<file path="src/rtl/mem_port_arbiter_if.sv">
// Avalon read/write master control and user ports shared by mem_port_arbiter.
// The master modport is the arbiter side; the slave modport is the memory master side.
interface mem_port_arbiter_if #(
  parameter int ADDRESSWIDTH = 28,
  parameter int DATAWIDTH    = 32
);
  logic                    read_control_go;
  logic [ADDRESSWIDTH-1:0] read_control_read_base;
  logic [ADDRESSWIDTH-1:0] read_control_read_length;
  logic                    read_control_fixed_location;
  logic                    read_control_done;
  logic                    read_user_read_buffer;
  logic [DATAWIDTH-1:0]    read_user_buffer_output_data;
  logic                    read_user_data_available;

  logic                    write_control_go;
  logic [ADDRESSWIDTH-1:0] write_control_write_base;
  logic [ADDRESSWIDTH-1:0] write_control_write_length;
  logic                    write_control_fixed_location;
  logic                    write_control_done;
  logic                    write_user_write_buffer;
  logic [DATAWIDTH-1:0]    write_user_buffer_data;
  logic                    write_user_buffer_full;

  modport master (
    output read_control_go, read_control_read_base, read_control_read_length,
           read_control_fixed_location, read_user_read_buffer,
           write_control_go, write_control_write_base, write_control_write_length,
           write_control_fixed_location, write_user_write_buffer, write_user_buffer_data,
    input  read_control_done, read_user_buffer_output_data, read_user_data_available,
           write_control_done, write_user_buffer_full
  );

  modport slave (
    input  read_control_go, read_control_read_base, read_control_read_length,
           read_control_fixed_location, read_user_read_buffer,
           write_control_go, write_control_write_base, write_control_write_length,
           write_control_fixed_location, write_user_write_buffer, write_user_buffer_data,
    output read_control_done, read_user_buffer_output_data, read_user_data_available,
           write_control_done, write_user_buffer_full
  );
endinterface

</file>
<file path="src/rtl/mem_port_arbiter.sv">
// Round-robin arbiter sharing one Avalon read master and one write master among NUM_REQ
// single-word requesters. Optional watchdog enabled by defining MEM_ARB_TIMEOUT_EN.
module mem_port_arbiter #(
  parameter int NUM_REQ      = 2,
  parameter int ADDRESSWIDTH = 28,
  parameter int DATAWIDTH    = 32,
  parameter int TIMEOUT      = 1024
) (
  input  logic                            clk,
  input  logic                            reset,
  input  logic [NUM_REQ-1:0]              req,
  input  logic [NUM_REQ-1:0]              we,
  input  logic [NUM_REQ*ADDRESSWIDTH-1:0] addr,
  input  logic [NUM_REQ*DATAWIDTH-1:0]    wdata,
  output logic [NUM_REQ-1:0]              ack,
  output logic [DATAWIDTH-1:0]            rdata,
  output logic                            err,
  output logic                            busy,
  output logic [1:0]                      grant_id,
  mem_port_arbiter_if.master              mem
);

  typedef enum logic [2:0] {
    IDLE    = 3'd0,
    RD_GO   = 3'd1,
    RD_WAIT = 3'd2,
    RD_ACK  = 3'd3,
    WR_GO   = 3'd4,
    WR_WAIT = 3'd5,
    DONE    = 3'd6
  } state_t;

  localparam logic [ADDRESSWIDTH-1:0] LEN_BYTES = ADDRESSWIDTH'(4);
  localparam logic [DATAWIDTH-1:0]    BAD_DATA  = DATAWIDTH'(32'hBAD1BAD1);

  state_t                  state_r, state_s;
  logic [1:0]              ptr_r, ptr_s;
  logic [1:0]              grant_r, grant_s;
  logic [ADDRESSWIDTH-1:0] addr_r, addr_s;
  logic [DATAWIDTH-1:0]    wdata_r, wdata_s;
  logic [DATAWIDTH-1:0]    rdata_r, rdata_s;
  logic                    wr_issue_r, wr_issue_s;
  logic                    err_r, err_s;
  logic [NUM_REQ-1:0]      ack_r, ack_s;
  logic                    rd_go_r, rd_buf_r, busy_r;
  logic [3:0]              req_pad_s, we_pad_s;
  logic [2:0]              idx_s;
  logic [1:0]              pick_s;
  logic                    found_s;
  logic                    to_s;

`ifdef MEM_ARB_TIMEOUT_EN
  localparam int CW = $clog2(TIMEOUT + 1);
  logic [CW-1:0] cnt_r;
  logic          counting_s;

  assign counting_s = (state_r == RD_WAIT) || (state_r == WR_GO) || (state_r == WR_WAIT);
  assign to_s       = counting_s && (cnt_r >= CW'(TIMEOUT - 1));

  // Watchdog counter: cleared while arbitrating, advances in the waiting states.
  always_ff @(posedge clk) begin
    if (!reset) begin
      cnt_r <= CW'(0);
    end else if (state_r == IDLE) begin
      cnt_r <= CW'(0);
    end else if (counting_s) begin
      cnt_r <= cnt_r + CW'(1);
    end else begin
      cnt_r <= cnt_r;
    end
  end
`else
  assign to_s = 1'b0;
`endif

  // Rotating search for the first requester at or after ptr_r.
  always_comb begin
    req_pad_s                = 4'd0;
    we_pad_s                 = 4'd0;
    req_pad_s[NUM_REQ-1:0]   = req;
    we_pad_s[NUM_REQ-1:0]    = we;
    pick_s                   = 2'd0;
    found_s                  = 1'b0;
    idx_s                    = 3'd0;
    for (int i = 0; i < NUM_REQ; i++) begin
      idx_s = {1'b0, ptr_r} + 3'(i);
      if (idx_s >= 3'(NUM_REQ)) begin
        idx_s = idx_s - 3'(NUM_REQ);
      end else begin
        idx_s = idx_s;
      end
      if (!found_s && req_pad_s[idx_s[1:0]]) begin
        found_s = 1'b1;
        pick_s  = idx_s[1:0];
      end else begin
        found_s = found_s;
        pick_s  = pick_s;
      end
    end
  end

  // Next state and next values of every registered output.
  always_comb begin
    state_s    = state_r;
    ptr_s      = ptr_r;
    grant_s    = grant_r;
    addr_s     = addr_r;
    wdata_s    = wdata_r;
    rdata_s    = rdata_r;
    wr_issue_s = 1'b0;
    err_s      = 1'b0;
    case (state_r)
      IDLE: begin
        if (found_s) begin
          grant_s = pick_s;
          addr_s  = addr[int'(pick_s)*ADDRESSWIDTH +: ADDRESSWIDTH];
          wdata_s = wdata[int'(pick_s)*DATAWIDTH +: DATAWIDTH];
          ptr_s   = (pick_s == 2'(NUM_REQ - 1)) ? 2'd0 : pick_s + 2'd1;
          if (we_pad_s[pick_s]) begin
            state_s    = WR_GO;
            wr_issue_s = !mem.write_user_buffer_full;
          end else begin
            state_s = RD_GO;
          end
        end else begin
          state_s = IDLE;
        end
      end
      RD_GO: state_s = RD_WAIT;
      RD_WAIT: begin
        if (to_s) begin
          state_s = DONE;
          err_s   = 1'b1;
          rdata_s = BAD_DATA;
        end else if (mem.read_control_done && mem.read_user_data_available) begin
          state_s = RD_ACK;
        end else begin
          state_s = RD_WAIT;
        end
      end
      RD_ACK: begin
        rdata_s = mem.read_user_buffer_output_data;
        state_s = DONE;
      end
      // Strobes are issued from a registered view of buffer_full, so they never
      // depend combinationally on the master.
      WR_GO: begin
        if (wr_issue_r) begin
          state_s = WR_WAIT;
        end else if (to_s) begin
          state_s = DONE;
          err_s   = 1'b1;
          rdata_s = BAD_DATA;
        end else begin
          state_s    = WR_GO;
          wr_issue_s = !mem.write_user_buffer_full;
        end
      end
      WR_WAIT: begin
        if (to_s) begin
          state_s = DONE;
          err_s   = 1'b1;
          rdata_s = BAD_DATA;
        end else if (mem.write_control_done) begin
          state_s = DONE;
        end else begin
          state_s = WR_WAIT;
        end
      end
      DONE:    state_s = IDLE;
      default: state_s = IDLE;
    endcase
    if (state_s == DONE) begin
      ack_s = NUM_REQ'(1) << grant_r;
    end else begin
      ack_s = NUM_REQ'(0);
    end
  end

  // State and output registers.
  always_ff @(posedge clk) begin
    if (!reset) begin
      state_r    <= IDLE;
      ptr_r      <= 2'd0;
      grant_r    <= 2'd0;
      addr_r     <= ADDRESSWIDTH'(0);
      wdata_r    <= DATAWIDTH'(0);
      rdata_r    <= DATAWIDTH'(0);
      wr_issue_r <= 1'b0;
      err_r      <= 1'b0;
      ack_r      <= NUM_REQ'(0);
      rd_go_r    <= 1'b0;
      rd_buf_r   <= 1'b0;
      busy_r     <= 1'b0;
    end else begin
      state_r    <= state_s;
      ptr_r      <= ptr_s;
      grant_r    <= grant_s;
      addr_r     <= addr_s;
      wdata_r    <= wdata_s;
      rdata_r    <= rdata_s;
      wr_issue_r <= wr_issue_s;
      err_r      <= err_s;
      ack_r      <= ack_s;
      rd_go_r    <= (state_s == RD_GO);
      rd_buf_r   <= (state_s == RD_ACK);
      busy_r     <= (state_s != IDLE);
    end
  end

  assign ack      = ack_r;
  assign rdata    = rdata_r;
  assign err      = err_r;
  assign busy     = busy_r;
  assign grant_id = grant_r;

  assign mem.read_control_go              = rd_go_r;
  assign mem.read_control_read_base       = addr_r;
  assign mem.read_control_read_length     = LEN_BYTES;
  assign mem.read_control_fixed_location  = 1'b1;
  assign mem.read_user_read_buffer        = rd_buf_r;
  assign mem.write_control_go             = wr_issue_r;
  assign mem.write_control_write_base     = addr_r;
  assign mem.write_control_write_length   = LEN_BYTES;
  assign mem.write_control_fixed_location = 1'b1;
  assign mem.write_user_write_buffer      = wr_issue_r;
  assign mem.write_user_buffer_data       = wdata_r;

endmodule
</file>
<file path="src/flat_wrapper.sv">
// flat-port wrapper written by rule: the top's interface ports become plain ports
module mem_port_arbiter_flat 
#(
  parameter int NUM_REQ      = 2,
  parameter int ADDRESSWIDTH = 28,
  parameter int DATAWIDTH    = 32,
  parameter int TIMEOUT      = 1024
)
  (clk, reset, req, we, addr, wdata, ack, rdata, err, busy, grant_id, mem_read_control_go, mem_read_control_read_base, mem_read_control_read_length, mem_read_control_fixed_location, mem_read_user_read_buffer, mem_write_control_go, mem_write_control_write_base, mem_write_control_write_length, mem_write_control_fixed_location, mem_write_user_write_buffer, mem_write_user_buffer_data, mem_read_control_done, mem_read_user_buffer_output_data, mem_read_user_data_available, mem_write_control_done, mem_write_user_buffer_full);
  mem_port_arbiter_if #(.ADDRESSWIDTH(ADDRESSWIDTH), .DATAWIDTH(DATAWIDTH)) mem_i ();
  input  logic clk;
  input  logic reset;
  input  logic [NUM_REQ-1:0] req;
  input  logic [NUM_REQ-1:0] we;
  input  logic [NUM_REQ*ADDRESSWIDTH-1:0] addr;
  input  logic [NUM_REQ*DATAWIDTH-1:0] wdata;
  output logic [NUM_REQ-1:0] ack;
  output logic [DATAWIDTH-1:0] rdata;
  output logic err;
  output logic busy;
  output logic [1:0] grant_id;
  output wire logic [$bits(mem_i.read_control_go)-1:0] mem_read_control_go;
  output wire logic [$bits(mem_i.read_control_read_base)-1:0] mem_read_control_read_base;
  output wire logic [$bits(mem_i.read_control_read_length)-1:0] mem_read_control_read_length;
  output wire logic [$bits(mem_i.read_control_fixed_location)-1:0] mem_read_control_fixed_location;
  output wire logic [$bits(mem_i.read_user_read_buffer)-1:0] mem_read_user_read_buffer;
  output wire logic [$bits(mem_i.write_control_go)-1:0] mem_write_control_go;
  output wire logic [$bits(mem_i.write_control_write_base)-1:0] mem_write_control_write_base;
  output wire logic [$bits(mem_i.write_control_write_length)-1:0] mem_write_control_write_length;
  output wire logic [$bits(mem_i.write_control_fixed_location)-1:0] mem_write_control_fixed_location;
  output wire logic [$bits(mem_i.write_user_write_buffer)-1:0] mem_write_user_write_buffer;
  output wire logic [$bits(mem_i.write_user_buffer_data)-1:0] mem_write_user_buffer_data;
  input wire logic [$bits(mem_i.read_control_done)-1:0] mem_read_control_done;
  input wire logic [$bits(mem_i.read_user_buffer_output_data)-1:0] mem_read_user_buffer_output_data;
  input wire logic [$bits(mem_i.read_user_data_available)-1:0] mem_read_user_data_available;
  input wire logic [$bits(mem_i.write_control_done)-1:0] mem_write_control_done;
  input wire logic [$bits(mem_i.write_user_buffer_full)-1:0] mem_write_user_buffer_full;
  assign mem_read_control_go = mem_i.read_control_go;
  assign mem_read_control_read_base = mem_i.read_control_read_base;
  assign mem_read_control_read_length = mem_i.read_control_read_length;
  assign mem_read_control_fixed_location = mem_i.read_control_fixed_location;
  assign mem_read_user_read_buffer = mem_i.read_user_read_buffer;
  assign mem_write_control_go = mem_i.write_control_go;
  assign mem_write_control_write_base = mem_i.write_control_write_base;
  assign mem_write_control_write_length = mem_i.write_control_write_length;
  assign mem_write_control_fixed_location = mem_i.write_control_fixed_location;
  assign mem_write_user_write_buffer = mem_i.write_user_write_buffer;
  assign mem_write_user_buffer_data = mem_i.write_user_buffer_data;
  assign mem_i.read_control_done = mem_read_control_done;
  assign mem_i.read_user_buffer_output_data = mem_read_user_buffer_output_data;
  assign mem_i.read_user_data_available = mem_read_user_data_available;
  assign mem_i.write_control_done = mem_write_control_done;
  assign mem_i.write_user_buffer_full = mem_write_user_buffer_full;
  mem_port_arbiter #(.NUM_REQ(NUM_REQ), .ADDRESSWIDTH(ADDRESSWIDTH), .DATAWIDTH(DATAWIDTH), .TIMEOUT(TIMEOUT)) u_core (.clk(clk), .reset(reset), .req(req), .we(we), .addr(addr), .wdata(wdata), .ack(ack), .rdata(rdata), .err(err), .busy(busy), .grant_id(grant_id), .mem(mem_i));
endmodule
</file>
<file path="config.mk">
export PLATFORM = sky130hd
export DESIGN_NAME = mem_port_arbiter_flat
export DESIGN_NICKNAME = d
export VERILOG_FILES = /design/src/rtl/mem_port_arbiter_if.sv /design/src/rtl/mem_port_arbiter.sv /design/src/flat_wrapper.sv
export SDC_FILE = /design/constraint.sdc
export NUM_CORES = 1
export LEC_CHECK = 0
export BUFFER_PORTS_ARGS = -buffer_cell sky130_fd_sc_hd__buf_2
export CAP_MARGIN = 20
export CELL_PAD_IN_SITES_DETAIL_PLACEMENT = 1
export CELL_PAD_IN_SITES_GLOBAL_PLACEMENT = 1
export CORE_MARGIN = 2
export CORE_UTILIZATION = 30
export CTS_CLUSTER_SIZE = 30
export DETAILED_ROUTE_END_ITERATION = 12
export GPL_TIMING_DRIVEN = 0
export PLACE_DENSITY = 0.91
export REMOVE_ABC_BUFFERS = 1
export SYNTH_ARGS = -nofsm -noshare
export SYNTH_HDL_FRONTEND = slang
export SYNTH_SLANG_ARGS = --single-unit
</file>
<file path="constraint.sdc">
create_clock -name clk -period 1.9 [get_ports clk]
set_clock_uncertainty 0.05 [all_clocks]
set_input_delay 0.19 -clock clk [delete_from_list [all_inputs] [get_ports clk]]
set_output_delay 0.19 -clock clk [all_outputs]
set_load 0.01 [all_outputs]
</file>
==> results of run 1 <==
==> routing by layer <==
metal,vias to the layer above,global-route usage
met5,-,0
met1,2153,0.182
li1,2116,-
met4,0,0.0620
met2,211,0.308
met3,24,0.0571
==> synthesized netlist by cell type (2+ instances only) <==
| cell type | instances |
|---|---|
| o2bb2ai_2 | 60 |
| nor2_1 | 5 |
| buf_4 | 88 |
| and3_1 | 2 |
| nand2_1 | 71 |
| nand2b_1 | 4 |
| nor3_1 | 2 |
| nor2b_1 | 2 |
| inv_1 | 3 |
| a22oi_1 | 60 |
| buf_2 | 16 |
| dfxtp_1 | 105 |
| a21oi_1 | 37 |
| clkbuf_1 | 15 |
| a211o_1 | 2 |
| o21ai_0 | 2 |
| and2_1 | 3 |
| a211oi_1 | 2 |
| conb_1 | 2 |
| buf_12 | 7 |
==> worst paths after layout <==
path	to	depth (start not counted)	slack (ps)
max	u_core.mem.write_user_buffer_data[14]$_SDFFE_PN0P_	4	200
min reg2reg	u_core.rdata[28]$_SDFFE_PN0P_	2	400
min	u_core.rdata[28]$_SDFFE_PN0P_	3	30
max reg2reg	u_core.mem.write_user_buffer_data[14]$_SDFFE_PN0P_	4	200
==> flip-flops by register name, indices dropped and copies added, names as in the netlist <==
signal,flops
u_core.mem.read_user_read_buffer,1
u_core.ack,2
u_core.rdata,32
u_core.grant_id,2
u_core.state_r,3
u_core.mem.read_control_go,1
u_core.mem.write_user_buffer_data,32
u_core.mem.read_control_read_base,28
u_core.ptr_r,2
u_core.mem.write_control_go,1
u_core.busy,1
==> critical path, delay by kind of cell, from the launching register on <==
kind | cells | cell delay, ps
simple gates | 2 | 770
flops | 1 | 390
compound gates | 2 | 360
==> area by class of cell <==
cell class              instances  area [um^2]  area share
clock inverters                 3         47.5     0.00724
flip-flops and latches        105         2100       0.320
diodes                          1         2.50    0.000381
inverters                       4         15.0     0.00229
well taps                     220          275      0.0419
repair buffers                294         1530       0.234
clock buffers                  13          270      0.0412
multi-input cells             326         2320       0.353
==> kinds of logic (layout without fill, tap and decap cells) <==
group                  Yosys count  count (layout)  synth area share
DFF                            105             105             0.410
other                            2              60           0.00147
and+or+nand+nor                 96              97            0.0835
AOI/OAI and AO/OA              170             170             0.319
buffers and inverters          130             314             0.186
==> report_power, final <==
part           leakage, nW  internal, W  switching, W
Clock                0.156      0.00114      0.000841
Sequential           0.858      0.00242      0.000189
Combinational         2.09     0.000625      0.000900
Total                 3.10      0.00418       0.00193
==> repair_timing <==
| action | 4_1_cts | 5_1_grt |
|---|---|---|
| gates resized for setup | 2 | 4 |
| hold endpoints to repair | 0 | 0 |
| gates cloned | 1 | 0 |
| pin swaps | 0 | 1 |
| setup endpoints to repair | 92 | 45 |
==> metrics by stage <==
step | total power (W) | setup WS [ps]
3_5_place_dp | 0.00417 | -94.7
3_3_place_gp | 0.00410 | -1530
2_1_floorplan | 0.00347 | -699
5_1_grt | 0.00644 | 55.9
6_report | 0.00612 | 198
4_1_cts | 0.00620 | 25.9
==> cell usage in the layout (no fill, tap or decap), drive strengths merged, types with 3 or more instances in the layout <==
cell type	instances
o2bb2ai	61
nand2	71
o21ai	4
a22oi	60
and2	5
buf	294
nor2	6
a21oi	37
nand2b	4
clkbuf	13
nor3	3
conb	59
inv	4
dfxtp	105
==> metrics, run 1 <==
DRT antenna net count=0; Post-CTS Hold Fix Bufs=0; Sink Count=105; Initial Utilization=0.308; async set-reset flop share out of synthesis=0; DR top layer=met4; LEAKAGE=just over 3 nW; Layout area overhead=28.1%; top cells by area, synth=dfxtp_1, o2bb2ai_2, buf_4; DIE AREA=about 0.018 mm^2; WL met3=~1400 um; Final Hold Viols=0; initial antenna violation count=2; PwrDens=932 mW/mm^2; CP startpoint kind=flop; EDFF count, synth=0; library cells used by synthesis=35; max cap viols=0; GRT Residual Overflow=0; filler instances=slightly above 2,000; final hold slack=~30 ps; WL/cell=about 17 um; vias in the first global route=about 4,600; final cell count without fillers=a little under 1,000; Post-Place Cells=around 950; Worst Setup Path Type=reg2reg; via density per instance=4.66; Routed WL=roughly 16,000 um; Nets=about 900; HP Class=in2reg; Remaining DRCs=0; post-DP HPWL=between 10,000 and 15,000 um; synthesized flop and latch total=roughly 110; GRT Total Usage=0.170; post-synthesis area per instance=~10 um^2; share of the yosys chip area belonging to registers=0.410; clock buffer depth=2; first-pass GRT wire length=around 24,000 um; placer congestion estimate=0.766; H-tree lvl count=3; DR pass1 iterations=4; CTS clk-pin slew, worst paths=70 ps; postcts setup bufs=0; routed wire length on met2=around 8400 um; pin count of the biggest net entering global routing=a little over 40; Vias=between 4,000 and 5,000; Worst EP required=between 2000 and 2500 ps; Root Buffer=clkbuf_16; Yosys warning count=0; Final Cycle Share=0.896; min Tclk post-route=1700 ps; worst skew pair latency=roughly 340 ps; pin slew with the least headroom to its limit=~680 ps; Post-Synthesis Cells=around 500; Worst Setup End Kind=flop; Cell Area, Synth=approximately 0.005 mm^2; Worst EP arrival=around 1900 ps; CP max FO=30; Finished Cell Area=~0.0066 mm^2; row count=47; setup_tns=0 ps; hold_sp=mem_read_user_buffer_output_data[28]; Top FF cell, synth=dfxtp_1; share of post-route cells with drive strength above 1=0.510; slew margin rel.=0.547; largest area contributor in the netlist=dfxtp_1; Die Y=roughly 130 um; Final Max Tran Viols=0; WL met1=approximately 5900 um; post-layout util=0.394; Worst Setup SP=u_core.state_r[2]$_SDFF_PN0_; Critical Path Max Stage Delay=~400 ps; CTS tree=yes; CP Cell Sequence=nor3_4 -> o21ai_4 -> and2_4 -> o2bb2ai_2; CP max stage cell=dfxtp_1; FMAX=between 500 and 600 MHz; Setup violations, final=0; die width=between 100 and 150 um; RSZ-0062 raised after global routing=no; area share of the largest cell type after synthesis=0.410; Ports=350; Peak VDD IR=~0.00042 V; floorplan core area=about 0.017 mm^2; TritonCTS Buffers=9; RR Startpoint=u_core.state_r[2]$_SDFF_PN0_; input/output buffers=290; status=completed; detailed router's first-iteration violation count=127; area post-placement=a little over 0.006 mm^2
Note: power is estimated with default switching activity, not from simulation.
==> inputs of run 2 (changes only) <==
--- a/config.mk
+++ b/config.mk
@@ -5,16 +5,18 @@
 export SDC_FILE = /design/constraint.sdc
 export NUM_CORES = 1
 export LEC_CHECK = 0
+export ABC_AREA = 1
 export BUFFER_PORTS_ARGS = -buffer_cell sky130_fd_sc_hd__buf_2
 export CAP_MARGIN = 20
 export CELL_PAD_IN_SITES_DETAIL_PLACEMENT = 1
 export CELL_PAD_IN_SITES_GLOBAL_PLACEMENT = 1
-export CORE_MARGIN = 2
-export CORE_UTILIZATION = 30
+export CORE_ASPECT_RATIO = 1.1
+export CORE_MARGIN = 3
+export CORE_UTILIZATION = 27
 export CTS_CLUSTER_SIZE = 30
 export DETAILED_ROUTE_END_ITERATION = 12
 export GPL_TIMING_DRIVEN = 0
-export PLACE_DENSITY = 0.91
+export PLACE_DENSITY = 0.9
 export REMOVE_ABC_BUFFERS = 1
 export SYNTH_ARGS = -nofsm -noshare
 export SYNTH_HDL_FRONTEND = slang
==> metrics, run 2 <==
Final Max Tran Viols=0; HP Class=in2reg; floorplan core area=around 0.017 mm^2; placer congestion estimate=between 0.7 and 0.8; first-pass GRT wire length=~29,000 um; Final Cycle Share=0.941; pin slew with the least headroom to its limit=between 600 and 700 ps; PwrDens=roughly 1100 mW/mm^2; async set-reset flop share out of synthesis=0; CTS clk-pin slew, worst paths=70 ps; die width=between 100 and 150 um; post-DP HPWL=12,900 um; Top FF cell, synth=dfxtp_1; most frequent cells after synthesis=nand2_1, dfxtp_1, buf_4; row count=50; most used cell, CP=buf_12; share of post-route cells with drive strength above 1=0.385; largest area contributor in the netlist=dfxtp_1; DR pass1 iterations=5; count leader, synth=nand2_1; commonest non-fill, non-tap cell in the layout=buf_2; Die Y=147 um; input/output buffers=just under 300; Yosys warning count=0; Worst Setup Path Type=reg2reg; Layout area overhead=36.4%; area share of the largest cell type after synthesis=0.433; Vias=5,283; via density per instance=4.65; clock buffer depth=2; Setup WS pre-CTS=-1290 ps; share of the yosys chip area belonging to registers=0.433; FMAX=between 500 and 600 MHz; CP max stage cell=dfxtp_1; CP Cell Sequence=nor2_2 -> inv_2 -> nor2_4 -> buf_12 -> buf_12 -> nand2_4 -> nor2_1 -> o21a_1; CP startpoint kind=flop; top cells by area, synth=dfxtp_1, buf_4, nand2_1; min Tclk post-route=1790 ps; Routed WL=between 15,000 and 20,000 um; Remaining DRCs=0; Sink Count=between 100 and 150; LEAKAGE=approximately 3.4 nW; Worst EP arrival=just under 2000 ps; Root Buffer=clkbuf_16; Initial Utilization=0.280; CP Buf/Inv Count=3; Final WS setup=113 ps; DIE AREA=approximately 0.020 mm^2; Cell Area, Synth=0.00485 mm^2; GRT Residual Overflow=0; Worst EP required=about 2100 ps; Nets=between 1,000 and 1,500; Peak VDD IR=a little over 0.0005 V; initial antenna violation count=1; slew margin rel.=0.571; Finished Cell Area=~0.0066 mm^2; post-synthesis area per instance=about 7.6 um^2; RSZ-0062 raised after global routing=no; CP top delay family=simple AND/OR/NAND/NOR gates; H-tree lvl count=3; pin count of the biggest net entering global routing=42; Setup violations, final=0; EDFF count, synth=0; DRT antenna net count=0; synthesized flop and latch total=105; status=completed; Ports=350; final hold slack=approximately 16 ps; GRT Total Usage=0.193; Final Hold Viols=0; max cap viols=0; CP max FO=34; library cells used by synthesis=23; most frequent cells in the layout=buf_2, nand2_1, dfxtp_1; CTS tree=yes; area post-placement=~0.006 mm^2; Worst Setup End Kind=flop; Post-Synthesis Cells=about 640; setup_tns=0 ps; detailed router's first-iteration violation count=around 250; TritonCTS Buffers=9; Critical Path Max Stage Delay=~400 ps; worst skew pair latency=between 300 and 400 ps; WL/cell=about 17 um; vias in the first global route=approximately 5,500
run 2: changes by cell type in the layout (fill, tap and decap cells not counted), moves of 6 or more:
cell and change:
a22oi_1 -59, buf_12 +6, buf_4 +11, a31oi_1 +59, inv_1 +9, nand3_1 +62, o21ai_0 +32, o2bb2ai_2 -60
nand2_1 +67, nor2_1 +70, a21oi_1 -37
run 2: layout make-up:
| class | count | area (um^2) |
|---|---|---|
| Fill cell | 2227 | 10700 |
| Sequential cell | 105 | 2100 |
| Multi-Input combinational cell | 450 | 2100 |
| Timing Repair Buffer | 312 | 1740 |
| Tap cell | 234 | 293 |
| Clock buffer | 11 | 243 |
| Inverter | 17 | 70.1 |
| Clock inverter | 5 | 62.6 |
| Timing Repair inverter | 1 | 7.51 |
| Antenna cell | 1 | 2.50 |
run 2: worst paths after layout:
kind,start,endpoint,slack [ps],depth (start not counted)
worst min-delay path,mem_read_user_buffer_output_data[18],u_core.rdata[18]$_SDFFE_PN0P_,20,3
worst min register to register,u_core.grant_id[1]$_SDFFE_PN0P_,u_core.grant_id[1]$_SDFFE_PN0P_,400,2
worst max-delay path,u_core.state_r[1]$_SDFF_PN0_,u_core.mem.write_control_go$_SDFF_PN0_,110,8
worst max register to register,u_core.state_r[1]$_SDFF_PN0_,u_core.mem.write_control_go$_SDFF_PN0_,110,8
run 2: report_power, final:
group	switching (W)	internal, W
logic	0.00152	0.000887
clock network	0.000880	0.00107
registers	0.000193	0.00248
run 2: timing repair:
item	in CTS	in global routing
gates resized for setup	6	0
pin swaps	7	0
buffers inserted	14	2
endpoints found under the setup margin	103	2
cloned	7	0
endpoints found under the hold margin	2	0
hold buffers	2	0
run 2: logic make-up after synthesis:
logic type	Yosys count	synth area share
AO/OA/AOI/OAI	97	0.118
buffers and inverters	147	0.195
flip-flops	105	0.433
other	2	0.00155
AND/OR/NAND/NOR	288	0.252
run 2: stage by stage:
stage / std cells / util / power, W
after floorplan: 566 / - / 0.00373
after global placement: 1090 / 0.342 / 0.00462
after detailed placement: 1094 / 0.348 / 0.00471
after CTS: 1133 / 0.380 / 0.00713
after global routing: 1135 / 0.382 / 0.00746
final: 1136 / 0.382 / 0.00703
run 2: metal layers:
metal	up-vias	global-route usage	routed length [um]
li1	2475	-	-
met2	256	0.362	10400
met3	22	0.0513	1660
met4	0	0.0782	332
met1	2530	0.202	7410
met5	-	0	0
run 2: tightest hold or removal path: stages:
cell	delay, ps
buf_2	80
nor2_1	30
nor2_1	80
==> inputs of run 3 (changes only) <==
==> constraint.sdc (replaced) <==
create_clock -name clk -period 1.9 [get_ports clk]
set_clock_uncertainty 0.05 [all_clocks]
set_input_delay 0.095 -clock clk [delete_from_list [all_inputs] [get_ports clk]]
set_output_delay 0.095 -clock clk [all_outputs]
set_load 0.01 [all_outputs]
==> metrics, run 3 (same netlist as run 2, synthesis figures left out) <==
clock buffer depth=2; GRT Total Usage=0.260; min Tclk post-route=around 1900 ps; RR Startpoint=u_core.ptr_r[0]$_SDFFE_PN0P_; Setup violations, final=0; Initial Utilization=0.280; WL met3=roughly 2200 um; most used cell, CP=nand2_1; post-DP HPWL=around 13,000 um; routed wire length on met2=14,300 um; Routed WL=about 28,000 um; Worst Setup SP=u_core.ptr_r[0]$_SDFFE_PN0P_; first-pass GRT wire length=39,800 um; vias in the first global route=6,999; CTS clk-pin slew, worst paths=approximately 80 ps; DRT antenna net count=0; TritonCTS Buffers=9; FMAX=about 530 MHz; pin slew with the least headroom to its limit=just under 700 ps; GRT Residual Overflow=0; CP max FO=36; floorplan core area=about 0.017 mm^2; HP Class=in2reg; CP Buf/Inv Count=3; Setup WS pre-CTS=-1290 ps; input/output buffers=290; CP Cell Sequence=inv_1 -> nand2_1 -> nand2_1 -> inv_6 -> buf_12 -> nand3_1 -> a31oi_1; Layout area overhead=70.8%; LEAKAGE=4.05 nW; commonest non-fill, non-tap cell in the layout=buf_2; Worst Setup Path Type=reg2reg; Final Max Tran Viols=0; Sink Count=between 100 and 150; hold_sp=wdata[45]; Worst EP required=about 2100 ps; Worst Setup End Kind=flop; Final WS setup=around 0.11 ps; die width=around 130 um; CTS tree=yes; Final Cycle Share=1.00; Remaining DRCs=0; Root Buffer=clkbuf_16; share of post-route cells with drive strength above 1=0.337; Worst EP arrival=~2100 ps; CP startpoint kind=flop; Ports=between 300 and 400; Nets=~1,200; DR pass1 iterations=4; Peak VDD IR=between 0.0004 and 0.0005 V; most frequent cells in the layout=buf_2, dlygate4sd3_1, nand2_1; CP top delay family=buffers and inverters; pin count of the biggest net entering global routing=42; slew margin rel.=0.542; initial antenna violation count=8; PwrDens=around 920 mW/mm^2; filler instances=~2,100; final hold slack=~25 ps; placer congestion estimate=0.756; max cap viols=0; row count=50; WL met1=9850 um; Final Hold Viols=0; DR top layer=met4; CP max stage cell=dfxtp_1; WL/cell=around 21 um; status=completed; H-tree lvl count=3; Vias=6,332; Critical Path Max Stage Delay=320 ps; DIE AREA=approximately 0.02 mm^2; Die Y=about 150 um; worst skew pair latency=around 350 ps; via density per instance=around 5; detailed router's first-iteration violation count=278
-- run 3: routing by layer --
layer / vias to the layer above / global-route usage
met3: 86 / 0.0748
met5: - / 0
met4: 0 / 0.147
met2: 368 / 0.472
met1: 3071 / 0.266
li1: 2807 / -
-- run 3: worst register-to-register path: stages (launching register included) --
cell and delay (ps):
dfxtp_1 320, inv_1 50, nand2_1 130, nand2_1 170, inv_6 300, buf_12 250, nand3_1 210, a31oi_1 310
-- run 3: path summary, 6_finish.rpt --
path,endpoint,slack [ps],cells past startpoint
setup / recovery,u_core.mem.write_user_buffer_data[10]$_SDFFE_PN0P_,0.1,7
hold / removal,u_core.mem.write_user_buffer_data[13]$_SDFFE_PN0P_,30,3
hold reg to reg,u_core.ptr_r[1]$_SDFFE_PN0P_,420,2
setup reg to reg,u_core.mem.write_user_buffer_data[10]$_SDFFE_PN0P_,0.1,7
-- run 3: repair_timing --
| action | CTS | global route |
|---|---|---|
| endpoints found under the setup margin | 103 | 25 |
| cloned | 7 | 1 |
| pin swaps | 7 | 0 |
| endpoints found under the hold margin | 94 | 0 |
| setup buffers | 14 | 10 |
| hold buffers | 153 | 0 |
| gates resized for setup | 6 | 6 |
-- run 3: layout make-up --
cell class | count | area (um^2) | area share
multi-input combinational | 450 | 2120 | 0.256
timing repair buffer | 472 | 3370 | 0.406
antenna | 8 | 20.0 | 0.00241
tap | 234 | 293 | 0.0353
clock buffer | 11 | 243 | 0.0293
sequential | 105 | 2100 | 0.253
clock inverter | 5 | 62.6 | 0.00754
inverter | 17 | 72.6 | 0.00875
timing repair inverter | 1 | 7.51 | 0.000905
-- run 3: power by group --
group | internal (W) | total [W] | switching (W)
clock network | 0.00107 | 0.00198 | 0.000909
logic | 0.00122 | 0.00298 | 0.00176
registers | 0.00248 | 0.00270 | 0.000221
total | 0.00477 | 0.00766 | 0.00289
-- run 3: through the flow --
step	power (W)	cells	util	cell area, um^2	TNS, ps
global placement	0.00462	1090	0.342	5930	-186060
detailed placement	0.00471	1094	0.348	6020	-83060
CTS	0.00737	1284	0.468	8100	0
floorplan	0.00373	566	-	4180	-58160
finish	0.00766	1303	0.479	8290	0
global route	0.00803	1302	0.478	8290	-73.2
